File: src/rtl/regfile_pkg.sv
// Shared types and helpers for the multi-port integer register file.
// Holds the sequencer state encoding and the per-entry clear value.
package regfile_pkg;

    typedef enum logic {
        CLEAR = 1'b0,
        READY = 1'b1
    } rf_state_t;

    // Value the clear sweep loads into entry idx; caller truncates to the data width.
    function automatic int unsigned init_value(input int unsigned idx,
                                               input int unsigned init_r1,
                                               input int unsigned init_r2);
        int unsigned val;
        val = 0;
        if (idx == 1) begin
            val = init_r1;
        end else if (idx == 2) begin
            val = init_r2;
        end
        return val;
    endfunction

endpackage

File: src/rtl/regfile_clear_fsm.sv
// Clear sequencer: after reset or a clear request it walks every register index once,
// then reports the file ready. Owns the state and the sweep counter.
module regfile_clear_fsm
    import regfile_pkg::*;
#(
    parameter int unsigned REG_ADDR = 5
) (
    input  logic                clk,
    input  logic                rst,
    input  logic                clr_req,
    output logic                ready,
    output logic                sweep_we,
    output logic [REG_ADDR-1:0] sweep_addr
);

    localparam logic [REG_ADDR-1:0] LastIdx = '1;

    rf_state_t           state_q, state_d;
    logic [REG_ADDR-1:0] cnt_q, cnt_d;
    logic                ready_q, ready_d;

    always_comb begin
        state_d = state_q;
        cnt_d   = cnt_q;
        unique case (state_q)
            CLEAR: begin
                cnt_d = cnt_q + 1'b1;
                if (cnt_q == LastIdx) begin
                    state_d = READY;
                    cnt_d   = '0;
                end
            end
            READY: begin
                if (clr_req) begin
                    state_d = CLEAR;
                    cnt_d   = '0;
                end
            end
            default: begin
                state_d = CLEAR;
                cnt_d   = '0;
            end
        endcase
        ready_d = (state_d == READY);
    end

    always_ff @(posedge clk) begin
        if (rst) begin
            state_q <= CLEAR;
            cnt_q   <= '0;
            ready_q <= 1'b0;
        end else begin
            state_q <= state_d;
            cnt_q   <= cnt_d;
            ready_q <= ready_d;
        end
    end

    // No sweep write on a reset cycle, so a restart always begins cleanly at entry 0.
    assign sweep_we   = (state_q == CLEAR) && !rst;
    assign sweep_addr = cnt_q;
    assign ready      = ready_q;

endmodule

File: src/rtl/regfile_multiport.sv
// RV32I integer register file: NUM_RD combinational read ports with write bypass,
// one synchronous write port, x0 reads as zero, swept to init values by the clear sequencer.
module regfile_multiport
    import regfile_pkg::*;
#(
    parameter int unsigned REG_ADDR = 5,
    parameter int unsigned REG_DATA = 32,
    parameter int unsigned NUM_RD   = 2,
    parameter int unsigned INIT_R1  = 20,
    parameter int unsigned INIT_R2  = 24
) (
    input  logic                       clk,
    input  logic                       rst,
    input  logic                       clr_req,
    input  logic [NUM_RD*REG_ADDR-1:0] rd_addr,
    output logic [NUM_RD*REG_DATA-1:0] rd_data,
    input  logic                       wr_en,
    input  logic [REG_ADDR-1:0]        wr_addr,
    input  logic [REG_DATA-1:0]        wr_data,
    output logic                       ready
);

    localparam int unsigned Depth = 2 ** REG_ADDR;

    logic                sweep_we;
    logic [REG_ADDR-1:0] sweep_addr;

    regfile_clear_fsm #(
        .REG_ADDR (REG_ADDR)
    ) u_clear_fsm (
        .clk        (clk),
        .rst        (rst),
        .clr_req    (clr_req),
        .ready      (ready),
        .sweep_we   (sweep_we),
        .sweep_addr (sweep_addr)
    );

    logic [REG_DATA-1:0] mem_q [Depth];
    logic                port_we;
    logic                mem_we;
    logic [REG_ADDR-1:0] mem_waddr;
    logic [REG_DATA-1:0] mem_wdata;

    // A write coinciding with clr_req is dropped; the sweep would overwrite it anyway.
    assign port_we = ready && wr_en && !clr_req && !rst && (wr_addr != '0);

    always_comb begin
        mem_we    = 1'b0;
        mem_waddr = wr_addr;
        mem_wdata = wr_data;
        if (sweep_we) begin
            mem_we    = 1'b1;
            mem_waddr = sweep_addr;
            mem_wdata = REG_DATA'(init_value(32'(sweep_addr), INIT_R1, INIT_R2));
        end else if (port_we) begin
            mem_we = 1'b1;
        end
    end

    always_ff @(posedge clk) begin
        if (mem_we) begin
            mem_q[mem_waddr] <= mem_wdata;
        end
    end

    for (genvar i = 0; i < NUM_RD; i++) begin : g_rd
        logic [REG_ADDR-1:0] addr;
        logic [REG_DATA-1:0] rdata;

        assign addr = rd_addr[i*REG_ADDR +: REG_ADDR];

        always_comb begin
            rdata = '0;
            if (ready && (addr != '0)) begin
                if (wr_en && (wr_addr == addr)) begin
                    rdata = wr_data;
                end else begin
                    rdata = mem_q[addr];
                end
            end
        end

        assign rd_data[i*REG_DATA +: REG_DATA] = rdata;
    end

endmodule
File: config.mk
export PLATFORM = sky130hd
export DESIGN_NAME = regfile_multiport
export DESIGN_NICKNAME = d
export VERILOG_FILES = /design/src/rtl/regfile_pkg.sv /design/src/rtl/regfile_clear_fsm.sv /design/src/rtl/regfile_multiport.sv
export SDC_FILE = /design/constraint.sdc
export NUM_CORES = 1
export LEC_CHECK = 0
export CAP_MARGIN = 15
export CORE_UTILIZATION = 62
export DETAILED_ROUTE_END_ITERATION = 6
export MAX_ROUTING_LAYER = met4
export PLACE_DENSITY = 0.8
export SLEW_MARGIN = 20
export SYNTH_ARGS = -nofsm -noshare
export SYNTH_HDL_FRONTEND = slang
export SYNTH_SLANG_ARGS = --single-unit
File: constraint.sdc
create_clock -name clk -period 3.6 [get_ports clk]
set_input_delay 0.54 -clock clk [delete_from_list [all_inputs] [get_ports clk]]
set_output_delay 0.54 -clock clk [all_outputs]
set_load 0.01 [all_outputs]
Yosys cells after proc, flatten, opt, wreduce, memory -nomap -nowiden
Memories as Yosys holds them, arrays and structs flattened.
Index checks and enable logic that the tools add are counted.
{"block": "classes", "n_addsub": 1, "eq_ne": 6, "muxes": 18, "n_bitwise": 1, "reduce_logical": 14}
{"operator": "$mux W32", "count": 5}
{"operator": "$mux W5", "count": 5}
{"operator": "$reduce_bool A5 Y1", "count": 3}
{"operator": "$eq A5 B5 Y1", "count": 2}
{"operator": "$pmux W5 S2", "count": 1}
{"operator": "$logic_and A1 B1 Y1", "count": 9}
{"operator": "$mux W1", "count": 6}
{"operator": "$add A5 B1 Y5 const B", "count": 1}
{"operator": "$eq A5 B1 Y1 const B", "count": 1}
{"operator": "$eq A5 B2 Y1 const B", "count": 1}
{"operator": "$eq A5 B5 Y1 const B", "count": 1}
{"operator": "$logic_not A1 Y1", "count": 2}
{"operator": "$ne A2 B2 Y1 const B", "count": 1}
{"operator": "$pmux W1 S2", "count": 1}
{"operator": "$not A1 Y1", "count": 1}
{"block": "word_totals", "ff_bits": 6, "ram_bits": 1024, "inputBits": 51, "out_inout_bits": 65, "elab_cells": 43, "mem_count": 1}
{"name": "mem_q", "depth": 32, "width": 32, "read_ports": 2, "rd_clocked_by_memory_dff": 0, "write_ports": 1, "line": "regfile_multiport.sv:39", "text": "logic [REG_DATA-1:0] mem_q [Depth];"}

Longest topological paths before layout
{"block": "depth", "ltp_word": 8, "mapped_depth": 9, "mapped_depth_nobuf": 6}

Hierarchy
Synthesis repeated with hierarchy kept, for this count alone.
{"block": "hier_totals", "hier_cells": 2775, "hier_area_um2": 48903.2}
{"module": "regfile_multiport", "n_inst": 1, "cells_each": 2743, "area_each_um2": 48619.1, "seq_area_each_um2": 30749.5}
{"module": "regfile_clear_fsm", "n_inst": 1, "cells_each": 32, "area_each_um2": 284.0, "seq_area_each_um2": 120.1}

Worst setup path before layout
OpenSTA, ideal clock, no wires.
{"block": "synth_timing", "path_type": "input -> register", "from": "input port rst", "to": "memory mem_q[0][0] (enable)", "setup_time_ns": 0.421, "arrival_time_ns": 2.913, "required_ns": 3.179, "path_slack_ns": 0.266, "cell_stages": 6, "n_path_buf": 1, "cell_sequence": "clkbuf_1 or2_1 or3_1 o31ai_1 nand2_1 nor2_1"}
{"block": "synth_between", "elab_chain_len": 7, "elab_cells_between_ends": 9, "classes_between": "mux: 5; reduce/logical: 4"}
{"item": "from (decl)", "line": "regfile_multiport.sv:13", "text": "input logic rst,"}
{"item": "$logic_not A1 Y1 (*)", "line": "regfile_clear_fsm.sv:60, regfile_multiport.sv:46"}
{"item": "$logic_and A1 B1 Y1 (2 in series)", "line": "regfile_multiport.sv:46", "text": "assign port_we = ready && wr_en && !clr_req && !rst && (wr_addr != '0);"}
{"item": "$mux W1", "line": "regfile_multiport.sv:56", "text": "end else if (port_we) begin"}
{"item": "$mux W1", "line": "regfile_multiport.sv:52", "text": "if (sweep_we) begin"}
{"item": "$mux W1", "line": "regfile_multiport.sv:62", "text": "if (mem_we) begin"}
{"item": "$mux W1 (implied by the code)", "line": "regfile_multiport.sv:63", "text": "mem_q[mem_waddr] <= mem_wdata;"}
{"item": "to (decl)", "line": "regfile_multiport.sv:39"}
Mark *: on every way between the ends. The rest lies on a longest branch, timed or not.

Worst setup path in the final report
{"block": "layout_timing", "from": "input port rd_addr[0]", "to": "output port rd_data[25]"}
{"block": "layout_between", "elab_chain_len": 4, "elab_cells_between_ends": 7, "classes_between": "eq/ne: 1; mux: 2; reduce/logical: 3; memory: 1"}
{"item": "from (decl)", "line": "regfile_multiport.sv:15", "text": "input logic [NUM_RD*REG_ADDR-1:0] rd_addr,"}
{"item": "branches (longest 3 deep; another with $mem_v2 Z32 W32)"}
{"item": "$mux W32 (*)", "line": "regfile_multiport.sv:75", "text": "if (ready && (addr != '0)) begin"}
{"item": "to (decl)", "line": "regfile_multiport.sv:16", "text": "output logic [NUM_RD*REG_DATA-1:0] rd_data,"}
Mark *: on every way between the ends.

==> load_flow_metrics.sql <==
INSERT INTO impl_metrics (metric_group, metric, value, unit) VALUES
('run_status', 'result_of_the_run', 'complete, but fails checks', ''),
('run_status', 'violations', 'negative setup slack', ''),
('cells_and_area', 'postLayoutCoreUtil', '0.748', ''),
('power_and_ir_drop', 'post-layout-total-power', '27.1', 'mW'),
('detailed_routing', 'detailroute.via_count', '33352', ''),
('worst_setup_path', 'timing.critical_path.fanout_max', '21', ''),
('global_routing', 'globalRouteTotalUtil', '0.414', ''),
('worst_setup_path', 'critPathMaxStageDelay', '500', 'ps'),
('floorplan', 'top_level_ports', '116', ''),
('detailed_routing', 'ant_nets', '0', ''),
('logic_synthesis', 'post_synth.cell_area_avg', '17.6', 'um2'),
('global_routing', 'use_met3', '0.122', ''),
('worst_setup_path', 'series_of_cell_instances_along_the_critical_path', 'buf_16 > buf_12 > buf_4 > mux4_2 > a22oi_1 > o21ai_2 > a221o_1 > clkdlybuf4s50_1', ''),
('placement', 'dp.final_hpwl', '98300', 'um'),
('logic_synthesis', 'netlist_area', '0.0490', 'mm2'),
('detailed_routing', 'post_drt_via_cell_ratio', '7.80', ''),
('worst_setup_path', 'critPathRequiredTime', '3060', 'ps'),
('worst_setup_path', 'timing.critical_path.arrival', '3070', 'ps'),
('worst_setup_path', 'cell_type_group_with_the_largest_total_delay_on_the_critical_path', 'buffers and inverters', ''),
('logic_synthesis', 'synth_top_cell_by_area', 'edfxtp_1', ''),
('logic_synthesis', 'ys_async_sr_fraction', '0', ''),
('floorplan', 'row_count', '102', ''),
('placement', 'port-buffer-count', '115', ''),
('clocking', 'h_tree_depth', '3', ''),
('logic_synthesis', 'most_frequent_cell_after_synthesis', 'edfxtp_1', ''),
('hold_path', 'hold_path_class', 'reg2reg', ''),
('sta', 'tightest_slew', '701', 'ps'),
('power_and_ir_drop', 'pwr_density', '465', 'mW/mm2'),
('sta', 'period_share', '1.00', ''),
('clocking', 'insertion_delay_to_the_later_sink_of_the_worst_skew_pair', '670', 'ps'),
('global_routing', 'grt_overflow_total', '0', ''),
('logic_synthesis', 'synth.yosys.seq_area_share', '0.630', ''),
('worst_setup_path', 'worstSetupEndpoint', 'rd_data[25]', ''),
('worst_setup_path', 'worst-r2r-cell-count', '9', ''),
('worst_setup_path', 'crit_path_start', 'rd_addr[0]', ''),
('clocking', 'cell_chosen_for_the_clock_root', 'clkbuf_16', ''),
('sta', 'finalClockSkew', '32.5', 'ps'),
('logic_synthesis', 'yosysTopAreaCellShare', '0.628', ''),
('clocking', 'clock_tree_from_tritoncts', 'built', ''),
('sta', 'fmaxAchievable', '277', 'MHz'),
('worst_setup_path', 'crit_buf_inv', '4', ''),
('logic_synthesis', 'dominant_synthesized_flop_cell', 'edfxtp_1', ''),
('floorplan', 'floorplan.die.width', '283', 'um'),
('sta', 'setup_slack', '-7.54', 'ps'),
('logic_synthesis', 'synth.top_cells.by_count', '1024 x edfxtp_1, 355 x mux4_2, 257 x mux2i_1', ''),
('sta', 'final.min_clock_period', '3610', 'ps'),
('placement', 'gp_congestion', '0.980', ''),
('clocking', 'cts_inserted_buffers', '102', ''),
('logic_synthesis', 'postSynthNetCount', '2846', ''),
('power_and_ir_drop', 'irDropWorstVdd', '424', 'uV'),
('sta', 'timing_max_transition_violations_final', '0', ''),
('cells_and_area', 'num-fill-cells', '4289', ''),
('sta', 'setup_viol_count_final', '1', ''),
('floorplan', 'starting_utilization_of_the_core_area', '0.629', ''),
('logic_synthesis', 'post_synth_xor_area_fraction', '0.00179', ''),
('global_routing', 'first_global_vias', '33858', ''),
('worst_setup_path', 'worst_setup_path_start_kind', 'input pin', ''),
('logic_synthesis', 'main_combinational_cell_family_by_area_after_synthesis', 'multiplexers', ''),
('global_routing', 'wire_length_of_the_first_global_routing_pass', '231000', 'um'),
('detailed_routing', 'dr.pass1.iters', '6', ''),
('global_routing', 'gr-max-usage-layer', 'met2', ''),
('worst_setup_path', 'regToRegEndpoint', 'mem_q[21][17]', ''),
('clocking', 'cts_hold_buf', '0', ''),
('global_routing', 'grt_max_degree', '45', ''),
('worst_setup_path', 'regToRegSetupSlack', '710', 'ps'),
('global_routing', 'antenna_found_initial', '6', ''),
('logic_synthesis', 'synth_cell_type_count', '52', ''),
('worst_setup_path', 'worstSetupEndpointType', 'output port', ''),
('worst_setup_path', 'timing.critical_path.slowest_stage_cell', 'mux4_2', ''),
('logic_synthesis', 'post_synth_adder_cell_area', '0.00102', ''),
('logic_synthesis', 'synth_seq_cells', '1030', '');
tightest hold or removal path, delay by kind of cell, from the launching register on:
| family | cells | cell delay (ps) |
|---|---|---|
| flip-flops | 1 | 370 |
| AO/OA/AOI/OAI | 2 | 170 |
layout by cell type (no fill, tap or decap), drive strengths merged, types with 2 or more instances in the layout:
master	netlist	final
edfxtp	1024	1024
buf	123	378
mux4	355	355
mux2i	257	257
a221oi	126	126
clkbuf	112	120
nor2	112	112
o21ai	103	103
clkdlybuf4s50	0	98
a22oi	95	95
mux2	62	62
a221o	62	62
nand2	59	59
clkinv	1	46
a21oi	37	37
nand3	36	36
nand2b	32	32
o221ai	31	31
o211ai	31	31
a31oi	31	31
and2	28	28
bufinv	0	16
nor3	11	11
xnor2	10	10
inv	9	10
diode	0	7
dlygate4sd2	0	7
dfxtp	6	6
nand3b	5	5
clkinvlp	0	5
ha	4	4
nor2b	4	4
nor4	4	4
nand4	3	3
nor3b	3	3
or2	2	2
dlymetal6s2s	0	2
and3	2	2
sequential cells by signal, summed over array words and instances, names as in the netlist:
register                cells
mem_q                    1024
u_clear_fsm.ready           1
u_clear_fsm.sweep_addr      5
worst min-delay path by stage:
| stage | from | to | slack, ps | depth (start not counted) |
|---|---|---|---|---|
| 3_3_place_gp | u_clear_fsm.sweep_addr[3] | u_clear_fsm.sweep_addr[3] | 540 | 2 |
| 4_1_cts | u_clear_fsm.sweep_addr[3] | u_clear_fsm.sweep_addr[3] | 580 | 2 |
| 2_1_floorplan | u_clear_fsm.sweep_addr[3] | u_clear_fsm.sweep_addr[3] | 500 | 2 |
| 5_1_grt | u_clear_fsm.sweep_addr[3] | u_clear_fsm.sweep_addr[3] | 630 | 2 |
| 6_report | u_clear_fsm.sweep_addr[3] | u_clear_fsm.sweep_addr[3] | 590 | 2 |
| 3_5_place_dp | u_clear_fsm.sweep_addr[3] | u_clear_fsm.sweep_addr[3] | 560 | 2 |
layout make-up:
type                            instances  area [um2]  share of cell area
Tap cell                             1040        1300              0.0223
Antenna cell                            7        17.5            0.000301
Clock buffer                          118        2650              0.0456
Sequential cell                      1030       30900               0.530
Inverter                               10        38.8            0.000666
Multi-Input combinational cell       1516       17300               0.296
Clock inverter                         67         771              0.0132
Timing Repair Buffer                  487        5330              0.0915
timing repair:
action / 4_1_cts / 5_1_grt
resized for setup: 19 / 37
endpoints found under the setup margin: 63 / 24
setup buffers: 3 / 0
pin swaps: 3 / 2
gates cloned: 0 / 2
per-layer routing:
metal,vias to the layer above,wire [um]
li1,12640,-
met2,3309,72900
met5,-,0
met3,784,26200
met4,0,11500
met1,16619,50900
metrics by stage:
stage | cell area, um2 | hold slack (ps) | setup WS (ps) | TNS, ps | cells
final | 58300 | 591 | -7.54 | -7.54 | 4275
after global placement | 54500 | 537 | -610 | -19330 | 4078
after CTS | 58000 | 576 | 0.934 | 0 | 4266
after floorplan | 49000 | 497 | 266 | 0 | 2791
after global routing | 58200 | 635 | -1.34 | -1.34 | 4273
after detailed placement | 54500 | 564 | -514 | -8700 | 4078
power by group:
part           internal (mW)  total [mW]  switching, mW
clock network           6.42        11.0           4.61
registers               13.3        13.4         0.0516
logic                   1.09        2.67           1.58
total                   20.8        27.1           6.24
kinds of logic after synthesis:
group | after synthesis
buffers and inverters | 245
AO/OA/AOI/OAI | 526
AND/OR/NAND/NOR | 302
adder cells (fa/ha/maj) | 4
multiplexers | 674
flip-flops | 1030
XOR/XNOR | 10
(Power assumes the default switching activity.)
